--- src/rtl/sram_axi_bridge_if.sv ---
// Signal bundle between d_cache's sram-like data port, sram_axi_bridge and the AXI4 interconnect.
// The master modport is the bridge's view; slave is the view of the surrounding cache + AXI slave.
interface sram_axi_bridge_if;
    logic        data_req;
    logic        data_wr;
    logic [1:0]  data_size;
    logic [31:0] data_addr;
    logic [31:0] data_wdata;
    logic [31:0] data_rdata;
    logic        data_addr_ok;
    logic        data_data_ok;

    logic [3:0]  arid;
    logic [31:0] araddr;
    logic [7:0]  arlen;
    logic [2:0]  arsize;
    logic [1:0]  arburst;
    logic        arvalid;
    logic        arready;
    logic [31:0] rdata;
    logic [1:0]  rresp;
    logic        rlast;
    logic        rvalid;
    logic        rready;

    logic [3:0]  awid;
    logic [31:0] awaddr;
    logic [7:0]  awlen;
    logic [2:0]  awsize;
    logic [1:0]  awburst;
    logic        awvalid;
    logic        awready;
    logic [31:0] wdata;
    logic [3:0]  wstrb;
    logic        wlast;
    logic        wvalid;
    logic        wready;
    logic [1:0]  bresp;
    logic        bvalid;
    logic        bready;

    modport master (
        input  data_req, data_wr, data_size, data_addr, data_wdata,
        output data_rdata, data_addr_ok, data_data_ok,
        output arid, araddr, arlen, arsize, arburst, arvalid,
        input  arready,
        input  rdata, rresp, rlast, rvalid,
        output rready,
        output awid, awaddr, awlen, awsize, awburst, awvalid,
        input  awready,
        output wdata, wstrb, wlast, wvalid,
        input  wready,
        input  bresp, bvalid,
        output bready
    );

    modport slave (
        output data_req, data_wr, data_size, data_addr, data_wdata,
        input  data_rdata, data_addr_ok, data_data_ok,
        input  arid, araddr, arlen, arsize, arburst, arvalid,
        output arready,
        output rdata, rresp, rlast, rvalid,
        input  rready,
        input  awid, awaddr, awlen, awsize, awburst, awvalid,
        output awready,
        input  wdata, wstrb, wlast, wvalid,
        output wready,
        output bresp, bvalid,
        input  bready
    );
endinterface

--- src/rtl/sram_axi_bridge.sv ---
// Converts one sram-like cache_data_* request at a time into a single-beat AXI4 read or write.
// All AXI valids/readies and data_data_ok come straight from flops; only data_addr_ok is combinational.
module sram_axi_bridge #(
    parameter logic [3:0] AXI_ID = 4'd1
) (
    input  logic              clk,
    input  logic              rst,
    sram_axi_bridge_if.master bus
);
    typedef enum logic [2:0] {
        IDLE   = 3'd0,
        RD_AR  = 3'd1,
        RD_R   = 3'd2,
        WR_AWW = 3'd3,
        WR_B   = 3'd4,
        RESP   = 3'd5
    } state_t;

    state_t      state_r, state_s;
    logic        wr_r, wr_s;
    logic [1:0]  size_r, size_s;
    logic [31:0] addr_r, addr_s;
    logic [31:0] wdata_r, wdata_s;
    logic [31:0] rdata_r, rdata_s;
    logic        arvalid_r, arvalid_s;
    logic        rready_r, rready_s;
    logic        awvalid_r, awvalid_s;
    logic        wvalid_r, wvalid_s;
    logic        bready_r, bready_s;
    logic        data_ok_r, data_ok_s;
    logic        aw_done_r, aw_done_s;
    logic        w_done_r, w_done_s;
    logic        unused_resp_s;

    // Byte-lane enables; size 3 has no meaning on this port and is widened to a full word.
    function automatic logic [3:0] lane_strobe(input logic [1:0] size, input logic [1:0] offset);
        logic [3:0] strb;
        case (size)
            2'd0:    strb = 4'b0001 << offset;
            2'd1:    strb = offset[1] ? 4'b1100 : 4'b0011;
            2'd2:    strb = 4'b1111;
            default: strb = 4'b1111;
        endcase
        return strb;
    endfunction

    // State, latched request and registered handshake outputs.
    always_ff @(posedge clk) begin
        if (rst) begin
            state_r   <= IDLE;
            wr_r      <= 1'b0;
            size_r    <= 2'd0;
            addr_r    <= 32'd0;
            wdata_r   <= 32'd0;
            rdata_r   <= 32'd0;
            arvalid_r <= 1'b0;
            rready_r  <= 1'b0;
            awvalid_r <= 1'b0;
            wvalid_r  <= 1'b0;
            bready_r  <= 1'b0;
            data_ok_r <= 1'b0;
            aw_done_r <= 1'b0;
            w_done_r  <= 1'b0;
        end else begin
            state_r   <= state_s;
            wr_r      <= wr_s;
            size_r    <= size_s;
            addr_r    <= addr_s;
            wdata_r   <= wdata_s;
            rdata_r   <= rdata_s;
            arvalid_r <= arvalid_s;
            rready_r  <= rready_s;
            awvalid_r <= awvalid_s;
            wvalid_r  <= wvalid_s;
            bready_r  <= bready_s;
            data_ok_r <= data_ok_s;
            aw_done_r <= aw_done_s;
            w_done_r  <= w_done_s;
        end
    end

    // Next-state and next-output decode.
    always_comb begin
        state_s   = state_r;
        wr_s      = wr_r;
        size_s    = size_r;
        addr_s    = addr_r;
        wdata_s   = wdata_r;
        rdata_s   = rdata_r;
        arvalid_s = arvalid_r;
        rready_s  = rready_r;
        awvalid_s = awvalid_r;
        wvalid_s  = wvalid_r;
        bready_s  = bready_r;
        data_ok_s = 1'b0;
        aw_done_s = aw_done_r;
        w_done_s  = w_done_r;
        case (state_r)
            IDLE: begin
                if (bus.data_req) begin
                    wr_s    = bus.data_wr;
                    size_s  = bus.data_size;
                    addr_s  = bus.data_addr;
                    wdata_s = bus.data_wdata;
                    if (bus.data_wr) begin
                        state_s   = WR_AWW;
                        awvalid_s = 1'b1;
                        wvalid_s  = 1'b1;
                        aw_done_s = 1'b0;
                        w_done_s  = 1'b0;
                    end else begin
                        state_s   = RD_AR;
                        arvalid_s = 1'b1;
                    end
                end else begin
                    state_s = IDLE;
                end
            end
            RD_AR: begin
                if (bus.arready) begin
                    arvalid_s = 1'b0;
                    rready_s  = 1'b1;
                    state_s   = RD_R;
                end else begin
                    state_s = RD_AR;
                end
            end
            RD_R: begin
                if (bus.rvalid) begin
                    rready_s  = 1'b0;
                    rdata_s   = wr_r ? rdata_r : bus.rdata;
                    data_ok_s = 1'b1;
                    state_s   = RESP;
                end else begin
                    state_s = RD_R;
                end
            end
            WR_AWW: begin
                // AW and W complete independently; each valid falls after its own handshake.
                aw_done_s = aw_done_r | (awvalid_r & bus.awready);
                w_done_s  = w_done_r | (wvalid_r & bus.wready);
                awvalid_s = awvalid_r & ~bus.awready;
                wvalid_s  = wvalid_r & ~bus.wready;
                if (aw_done_s && w_done_s) begin
                    bready_s = 1'b1;
                    state_s  = WR_B;
                end else begin
                    state_s = WR_AWW;
                end
            end
            WR_B: begin
                if (bus.bvalid) begin
                    bready_s  = 1'b0;
                    data_ok_s = 1'b1;
                    state_s   = RESP;
                end else begin
                    state_s = WR_B;
                end
            end
            RESP: begin
                state_s = IDLE;
            end
            default: begin
                state_s   = IDLE;
                arvalid_s = 1'b0;
                rready_s  = 1'b0;
                awvalid_s = 1'b0;
                wvalid_s  = 1'b0;
                bready_s  = 1'b0;
            end
        endcase
    end

    assign bus.data_addr_ok = bus.data_req & (state_r == IDLE);
    assign bus.data_data_ok = data_ok_r;
    assign bus.data_rdata   = rdata_r;

    assign bus.arid    = AXI_ID;
    assign bus.araddr  = addr_r;
    assign bus.arlen   = 8'd0;
    assign bus.arsize  = {1'b0, size_r};
    assign bus.arburst = 2'd1;
    assign bus.arvalid = arvalid_r;
    assign bus.rready  = rready_r;

    assign bus.awid    = AXI_ID;
    assign bus.awaddr  = addr_r;
    assign bus.awlen   = 8'd0;
    assign bus.awsize  = {1'b0, size_r};
    assign bus.awburst = 2'd1;
    assign bus.awvalid = awvalid_r;
    assign bus.wdata   = wdata_r;
    assign bus.wstrb   = lane_strobe(size_r, addr_r[1:0]);
    assign bus.wlast   = 1'b1;
    assign bus.wvalid  = wvalid_r;
    assign bus.bready  = bready_r;

    // Response status and rlast carry nothing the cache can act on.
    assign unused_resp_s = ^{bus.rresp, bus.rlast, bus.bresp};
endmodule

--- src/flat_wrapper.sv ---
// flat-port wrapper written by rule: the top's interface ports become plain ports
module sram_axi_bridge_flat 
#(
    parameter logic [3:0] AXI_ID = 4'd1
)
  (clk, rst, bus_data_req, bus_data_wr, bus_data_size, bus_data_addr, bus_data_wdata, bus_data_rdata, bus_data_addr_ok, bus_data_data_ok, bus_arid, bus_araddr, bus_arlen, bus_arsize, bus_arburst, bus_arvalid, bus_arready, bus_rdata, bus_rresp, bus_rlast, bus_rvalid, bus_rready, bus_awid, bus_awaddr, bus_awlen, bus_awsize, bus_awburst, bus_awvalid, bus_awready, bus_wdata, bus_wstrb, bus_wlast, bus_wvalid, bus_wready, bus_bresp, bus_bvalid, bus_bready);
  sram_axi_bridge_if bus_i ();
  input  logic clk;
  input  logic rst;
  input wire logic [$bits(bus_i.data_req)-1:0] bus_data_req;
  input wire logic [$bits(bus_i.data_wr)-1:0] bus_data_wr;
  input wire logic [$bits(bus_i.data_size)-1:0] bus_data_size;
  input wire logic [$bits(bus_i.data_addr)-1:0] bus_data_addr;
  input wire logic [$bits(bus_i.data_wdata)-1:0] bus_data_wdata;
  output wire logic [$bits(bus_i.data_rdata)-1:0] bus_data_rdata;
  output wire logic [$bits(bus_i.data_addr_ok)-1:0] bus_data_addr_ok;
  output wire logic [$bits(bus_i.data_data_ok)-1:0] bus_data_data_ok;
  output wire logic [$bits(bus_i.arid)-1:0] bus_arid;
  output wire logic [$bits(bus_i.araddr)-1:0] bus_araddr;
  output wire logic [$bits(bus_i.arlen)-1:0] bus_arlen;
  output wire logic [$bits(bus_i.arsize)-1:0] bus_arsize;
  output wire logic [$bits(bus_i.arburst)-1:0] bus_arburst;
  output wire logic [$bits(bus_i.arvalid)-1:0] bus_arvalid;
  input wire logic [$bits(bus_i.arready)-1:0] bus_arready;
  input wire logic [$bits(bus_i.rdata)-1:0] bus_rdata;
  input wire logic [$bits(bus_i.rresp)-1:0] bus_rresp;
  input wire logic [$bits(bus_i.rlast)-1:0] bus_rlast;
  input wire logic [$bits(bus_i.rvalid)-1:0] bus_rvalid;
  output wire logic [$bits(bus_i.rready)-1:0] bus_rready;
  output wire logic [$bits(bus_i.awid)-1:0] bus_awid;
  output wire logic [$bits(bus_i.awaddr)-1:0] bus_awaddr;
  output wire logic [$bits(bus_i.awlen)-1:0] bus_awlen;
  output wire logic [$bits(bus_i.awsize)-1:0] bus_awsize;
  output wire logic [$bits(bus_i.awburst)-1:0] bus_awburst;
  output wire logic [$bits(bus_i.awvalid)-1:0] bus_awvalid;
  input wire logic [$bits(bus_i.awready)-1:0] bus_awready;
  output wire logic [$bits(bus_i.wdata)-1:0] bus_wdata;
  output wire logic [$bits(bus_i.wstrb)-1:0] bus_wstrb;
  output wire logic [$bits(bus_i.wlast)-1:0] bus_wlast;
  output wire logic [$bits(bus_i.wvalid)-1:0] bus_wvalid;
  input wire logic [$bits(bus_i.wready)-1:0] bus_wready;
  input wire logic [$bits(bus_i.bresp)-1:0] bus_bresp;
  input wire logic [$bits(bus_i.bvalid)-1:0] bus_bvalid;
  output wire logic [$bits(bus_i.bready)-1:0] bus_bready;
  assign bus_i.data_req = bus_data_req;
  assign bus_i.data_wr = bus_data_wr;
  assign bus_i.data_size = bus_data_size;
  assign bus_i.data_addr = bus_data_addr;
  assign bus_i.data_wdata = bus_data_wdata;
  assign bus_data_rdata = bus_i.data_rdata;
  assign bus_data_addr_ok = bus_i.data_addr_ok;
  assign bus_data_data_ok = bus_i.data_data_ok;
  assign bus_arid = bus_i.arid;
  assign bus_araddr = bus_i.araddr;
  assign bus_arlen = bus_i.arlen;
  assign bus_arsize = bus_i.arsize;
  assign bus_arburst = bus_i.arburst;
  assign bus_arvalid = bus_i.arvalid;
  assign bus_i.arready = bus_arready;
  assign bus_i.rdata = bus_rdata;
  assign bus_i.rresp = bus_rresp;
  assign bus_i.rlast = bus_rlast;
  assign bus_i.rvalid = bus_rvalid;
  assign bus_rready = bus_i.rready;
  assign bus_awid = bus_i.awid;
  assign bus_awaddr = bus_i.awaddr;
  assign bus_awlen = bus_i.awlen;
  assign bus_awsize = bus_i.awsize;
  assign bus_awburst = bus_i.awburst;
  assign bus_awvalid = bus_i.awvalid;
  assign bus_i.awready = bus_awready;
  assign bus_wdata = bus_i.wdata;
  assign bus_wstrb = bus_i.wstrb;
  assign bus_wlast = bus_i.wlast;
  assign bus_wvalid = bus_i.wvalid;
  assign bus_i.wready = bus_wready;
  assign bus_i.bresp = bus_bresp;
  assign bus_i.bvalid = bus_bvalid;
  assign bus_bready = bus_i.bready;
  sram_axi_bridge #(.AXI_ID(AXI_ID)) u_core (.clk(clk), .rst(rst), .bus(bus_i));
endmodule
--- config.mk ---
export PLATFORM = sky130hd
export DESIGN_NAME = sram_axi_bridge_flat
export DESIGN_NICKNAME = d
export VERILOG_FILES = /design/src/rtl/sram_axi_bridge_if.sv /design/src/rtl/sram_axi_bridge.sv /design/src/flat_wrapper.sv
export SDC_FILE = /design/constraint.sdc
export NUM_CORES = 1
export LEC_CHECK = 0
export CAP_MARGIN = 20
export CORE_MARGIN = 2
export CORE_UTILIZATION = 39
export CTS_CLUSTER_DIAMETER = 50
export DETAILED_ROUTE_END_ITERATION = 10
export GPL_ROUTABILITY_DRIVEN = 0
export PLACE_DENSITY = 0.84
export SETUP_SLACK_MARGIN = 0.2
export SLEW_MARGIN = 0
export SYNTH_ARGS = -nofsm -noshare
export SYNTH_HDL_FRONTEND = slang
export SYNTH_SLANG_ARGS = --single-unit
--- constraint.sdc ---
create_clock -name clk -period 3.8 [get_ports clk]
set_input_delay 0.57 -clock clk [delete_from_list [all_inputs] [get_ports clk]]
set_output_delay 0.57 -clock clk [all_outputs]
set_load 0.005 [all_outputs]
==> flow_summary.yaml, run 1 <==
sta:
  clock.fmax_mhz: 375
  hold_slack_ps: 452
  setup-violations-final: 0
  fin_ws_ps: 1130
  min_period_ps: 2670
  final.period_utilization_pct: 70.2
  rsz0062_at_grt: "no"
  slew_headroom_pct: 46.6
  worst_pin_slew_ps: 801
  timing.setup.tns_ps: 0
  skew_ps: 6.38
  hold_violations: 0
  finalMaxSlewViolations: 0
floorplan:
  fp.dieH_um: 111
  ioPinCount: 286
  die-area_sq_mm: 0.0123
  core-area_sq_mm: 0.0113
  num_rows: 39
  initial_utilization_pct: 39.5
  die_x_um: 111
cts:
  clock_latency_ps: 340
  cts_buffer_depth: 2
  cts_setup_buffers: 0
  cts.repair.resized: 0
  cts_buffers: 9
  cts_hold_buffers: 0
  clk_pin_slew_ps: 70
  cts_tree: "built"
  clockRootBuffer: "clkbuf_16"
  cts_max_level: 3
  clkSinkCount: 110
route:
  drc: 0
  drtIter0Drc: 270
  post_drt_via_cell_ratio: 4.64
  final_antenna_net_count: 0
  via_count: 4216
  totalWireLength_um: 12100
  wl_per_cell_um: 13.3
  dr.pass1.iters: 4
place:
  io_buffers: 249
  dp_slack_ps: 1140
  dp_hpwl_um: 8790
  post_dp_cell_area_sq_mm: 0.00662
power_and_ir_drop:
  power_density_mw_per_mm2: 442
  power.leakage_uw: 0.00253
  totalPowerFinal_uw: 3080
  ir_worst_vdd_mv: 0.264
layout:
  final_cell_mix: "248 x clkdlybuf4s50_1, 199 x nand2_1, 110 x dfxtp_1"
  drive_above_1_share_pct: 3.39
  final_common_cell: "clkdlybuf4s50_1"
  fin_nets: 873
  stdcell_area_sq_mm: 0.00696
  diodes: 0
  n_fill_cell: 978
  syn2layout_area_growth_pct: 56.1
worst_setup_path:
  cp_common_cell: "clkdlybuf4s50_1"
  crit_path_max_incr_delay_ps: 600
  path_max_fanout: 20
  path_cells: "clkdlybuf4s50_1, nand3b_2, inv_2, clkdlybuf4s50_1"
  critPathBufInv: 3
  worst_ep_arrival_time_ps: 2100
  required_ps: 3230
  path_class: "in -> out"
  cp_top_family: "buffers and inverters"
  critPathLaunchType: "primary input"
  cp_slowest_cell: "clkdlybuf4s50_1"
  cp-end-kind: "output port"
yosys:
  syn_avg_cell_area_sq_um: 7.85
  netlist_instances: 568
  ys.flop_type: "dfxtp_1"
  synth_edf_count: 0
  post-synth-top-area-cell: "dfxtp_1"
  async_reset_ff_share_pct: 0
  ys_types: 30
  synthesis.area_sq_mm: 0.00446
  yosysWarnings: 0
  synth.area.top_cells: "dfxtp_1 49%, nand2_1 17%, a21oi_1 12%, buf_4 11%, buf_2 1.8%"
  yosysSeqAreaShare_pct: 49.4
  synth_top_area_share_pct: 49.4
  synth-seq-cells: 110
grt:
  grt.total_usage_pct: 19.0
  grt_max_degree: 78
  grt_pass1_vias: 3874
  grt_pass1_wl_um: 19300
  globalRouteOverflowTotal: 0
  antenna_found_initial: 0
worst_hold_path:
  hold_path.class: "reg -> reg"
run_status:
  outcome: "complete, no violations"
run:
  maxCapViolCount: 0
## layout make-up
class                      instances  area, sq um  area share, %
clock inverter                     6         83.8           1.20
multi-input combinational        382         1700           24.5
sequential                       110         2200           31.6
tap                              143          179           2.57
inverter                           4         15.0          0.216
timing repair buffer             254         2550           36.6
clock buffer                      10          229           3.29
## worst paths after layout
path / end / depth (start not counted) / startpoint / slack, ps
max: bus_data_addr_ok / 4 / bus_data_req / 1130
min: u_core.bus.data_rdata[14] / 2 / u_core.bus.data_rdata[14] / 450
max reg2reg: u_core.bus.araddr[28] / 6 / u_core.state_r[1] / 1790
min reg2reg: u_core.bus.data_rdata[14] / 2 / u_core.bus.data_rdata[14] / 450
## power by group
part           switching (uW)  internal (uW)
logic                     316            430
registers                82.1           1260
clock network             413            577
total                     811           2270
## synth_stat cells (2+ instances only)
cell type and n:
nand2_1 199, dfxtp_1 110, a21oi_1 107, buf_4 68, clkbuf_1 17, buf_2 16, nor2_1 9, a31oi_1 4
nand2b_1 4, o21bai_1 4, o21ai_0 3, a2111oi_0 2, a2bb2oi_1 2, a32oi_1 2, conb_1 2, inv_1 2
inv_2 2, nor2b_1 2, nor3_1 2
## metal layers
metal / global-route usage, % / wire length [um]
met1: 22.5 / 4960
met5: 0 / 0
met3: 4.81 / 797
met2: 33.4 / 6150
met4: 6.83 / 184
## registers in the layout (all words and copies together), names as in the netlist
| register | count |
|---|---|
| u_core.bus.wvalid | 1 |
| u_core.bus.bready | 1 |
| u_core.aw_done_r | 1 |
| u_core.bus.data_rdata | 32 |
| u_core.state_r | 3 |
| u_core.bus.awvalid | 1 |
| u_core.size_r | 2 |
| u_core.wr_r | 1 |
| u_core.bus.data_data_ok | 1 |
| u_core.bus.araddr | 32 |
| u_core.bus.wdata | 32 |
| u_core.bus.arvalid | 1 |
| u_core.bus.rready | 1 |
| u_core.w_done_r | 1 |
## cell families (layout without fill, tap and decap cells)
logic type,Yosys count,in the layout,share of synthesized area [%]
compound gates,128,128,15.4
other cells,2,31,0.168
buf+inv,105,274,15.0
flops,110,110,49.4
simple gates,223,223,20.0
## stage by stage
| step | instances | utilization [%] |
|---|---|---|
| floorplan | 597 | - |
| global placement | 892 | 58.7 |
| detailed placement | 892 | 58.7 |
| CTS | 908 | 61.5 |
| global route | 909 | 61.7 |
| finish | 909 | 61.7 |
## tightest hold or removal path, stage by stage (launching register included)
cell	delay [ps]
dfxtp_1	310
nand2_1	50
a21oi_1	50
No activity file was read; power rests on OpenSTA's default activity.
==> run 2: changes to the inputs <==
--- a/config.mk
+++ b/config.mk
@@ -7,11 +7,11 @@
 export LEC_CHECK = 0
 export CAP_MARGIN = 20
 export CORE_MARGIN = 2
-export CORE_UTILIZATION = 39
+export CORE_UTILIZATION = 37
 export CTS_CLUSTER_DIAMETER = 50
 export DETAILED_ROUTE_END_ITERATION = 10
 export GPL_ROUTABILITY_DRIVEN = 0
-export PLACE_DENSITY = 0.84
+export PLACE_DENSITY = 0.81
 export SETUP_SLACK_MARGIN = 0.2
 export SLEW_MARGIN = 0
 export SYNTH_ARGS = -nofsm -noshare
==> constraint.sdc (replaced) <==
create_clock -name clk -period 2.7 [get_ports clk]
set_input_delay 0.405 -clock clk [delete_from_list [all_inputs] [get_ports clk]]
set_output_delay 0.405 -clock clk [all_outputs]
set_load 0.005 [all_outputs]
==> run 2 against run 1 <==
Effect of this change:
- total power rose by 41%
- hold slack is essentially flat
- cell count is 0.44% higher
- register-to-register slack got worse by 990 ps
- core utilization down 3.0 points
- global-route usage shrank 1.4 points
- sequential power rose by 40%
- clock power rose by 42%
- die area is 5.2% higher
- clock skew rose by 1.0 ps
- sequential cell count stayed put
==> flow_summary.yaml, run 2 (synthesized netlist as in run 1, its figures left out) <==
grt:
  grt_pass1_wl_um: 18300
  grt_pass1_vias: 3682
  grtUsageMet1_pct: 21.7
  grt_use_met2_pct: 28.6
  antenna_found_initial: 0
  grt_max_degree: 90
  busiest_layer: "met2"
  globalRouteOverflowTotal: 0
  grt.total_usage_pct: 17.7
  grt_use_met3_pct: 4.89
route:
  drc: 0
  drtIter0Drc: 318
  via_count: 4233
  post_drt_via_cell_ratio: 4.64
  totalWireLength_um: 11900
  dr.pass1.iters: 5
  wl_per_cell_um: 13.0
  final_antenna_net_count: 0
worst_hold_path:
  hold_path.class: "reg -> reg"
  hold_depth: 2
sta:
  skew_ps: 7.42
  timing.setup.tns_ps: 0
  setup-violations-final: 0
  rsz0062_at_grt: "no"
  min_period_ps: 2190
  slew_headroom_pct: 38.0
  hold_violations: 0
  finalMaxSlewViolations: 0
  worst_pin_slew_ps: 930
  final.period_utilization_pct: 81.0
  clock.fmax_mhz: 457
cts:
  cts_hold_buffers: 0
  cts_max_level: 3
  clockRootBuffer: "clkbuf_16"
  cts_tree: "built"
  clock_latency_ps: 340
  cts_buffers: 9
  clk_pin_slew_ps: 70
  cts_buffer_depth: 2
  clkSinkCount: 110
  cts.repair.resized: 0
  cts_setup_buffers: 0
power_and_ir_drop:
  power_density_mw_per_mm2: 624
  ir_worst_vdd_mv: 0.383
  power.leakage_uw: 0.00253
  totalPowerFinal_uw: 4350
floorplan:
  num_rows: 40
  die_x_um: 114
  ioPinCount: 286
  die-area_sq_mm: 0.0129
  fp.dieH_um: 114
  core-area_sq_mm: 0.0119
  initial_utilization_pct: 37.6
worst_setup_path:
  cp_slowest_cell: "clkdlybuf4s50_1"
  critPathLaunchType: "register"
  required_ps: 2300
  worst_ep_arrival_time_ps: 1780
  path_class: "reg -> out"
  path_max_fanout: 12
  cp-end-kind: "output port"
  rr_worst_depth: 5
  crit_path_max_incr_delay_ps: 500
  reg2reg_slack_ps: 800
  path_cells: "nor2_1, nand3b_2, inv_2, clkdlybuf4s50_1"
place:
  post_dp_cell_area_sq_mm: 0.00665
  dp_hpwl_um: 8310
  io_buffers: 249
layout:
  stdcell_area_sq_mm: 0.00697
  final_cell_mix: "248 x clkdlybuf4s50_1, 199 x nand2_1, 110 x dfxtp_1"
  fin_nets: 874
  syn2layout_area_growth_pct: 56.2
  drive_above_1_share_pct: 3.26
  n_fill_cell: 1071
  final_common_cell: "clkdlybuf4s50_1"
  diodes: 0
run:
  maxCapViolCount: 0
run_status:
  outcome: "complete, no violations"
==> run 2: cell types whose count changed in the layout (fill, tap and decap cells not counted), sizes merged <==
cell	change
inv	-1
buf	+1
clkinv	-2
clkbuf	+2
==> run 2: per-layer routing <==
| layer | vias to the layer above | wire length (um) |
|---|---|---|
| met2 | 167 | 5770 |
| met4 | 0 | 335 |
| met3 | 23 | 916 |
| li1 | 2128 | - |
| met5 | - | 0 |
| met1 | 1915 | 4870 |
==> run 2: power breakdown <==
group / internal [uW] / total (uW) / switching, uW
clock network: 836 / 1410 / 569
registers: 1770 / 1870 / 99.4
logic: 613 / 1070 / 459
==> run 2: final cells by class <==
type	count	area [sq um]	share of cell area, %
Tap cell	147	184	2.64
Clock buffer	12	246	3.54
Sequential cell	110	2200	31.6
Inverter	4	15.0	0.216
Multi-Input combinational cell	382	1700	24.4
Clock inverter	3	68.8	0.988
Timing Repair Buffer	255	2550	36.6
==> run 2: path summary, 6_finish.rpt <==
path                             start                     to
hold reg to reg   u_core.bus.wdata[20]   u_core.bus.wdata[20]
setup / recovery     u_core.state_r[1]       bus_data_addr_ok
hold / removal    u_core.bus.wdata[20]   u_core.bus.wdata[20]
setup reg to reg     u_core.state_r[1]  u_core.bus.araddr[26]
==> run 2: worst max-delay path, delay by kind of cell (launching register included) <==
kind / cells / cell delay (ps)
and+or+nand+nor: 2 / 390
buffers and inverters: 2 / 600
DFF: 1 / 450
==> run 2: stage by stage <==
step           worst slack [ps]  hold slack, ps  utilization, %  instances
2_1_floorplan              1340             453               -        597
4_1_cts                     496             455            58.7        913
3_3_place_gp                621             441            56.1        898
6_report                    513             452            58.7        913
5_1_grt                     406             470            58.7        913
3_5_place_dp                591             445            56.1        898
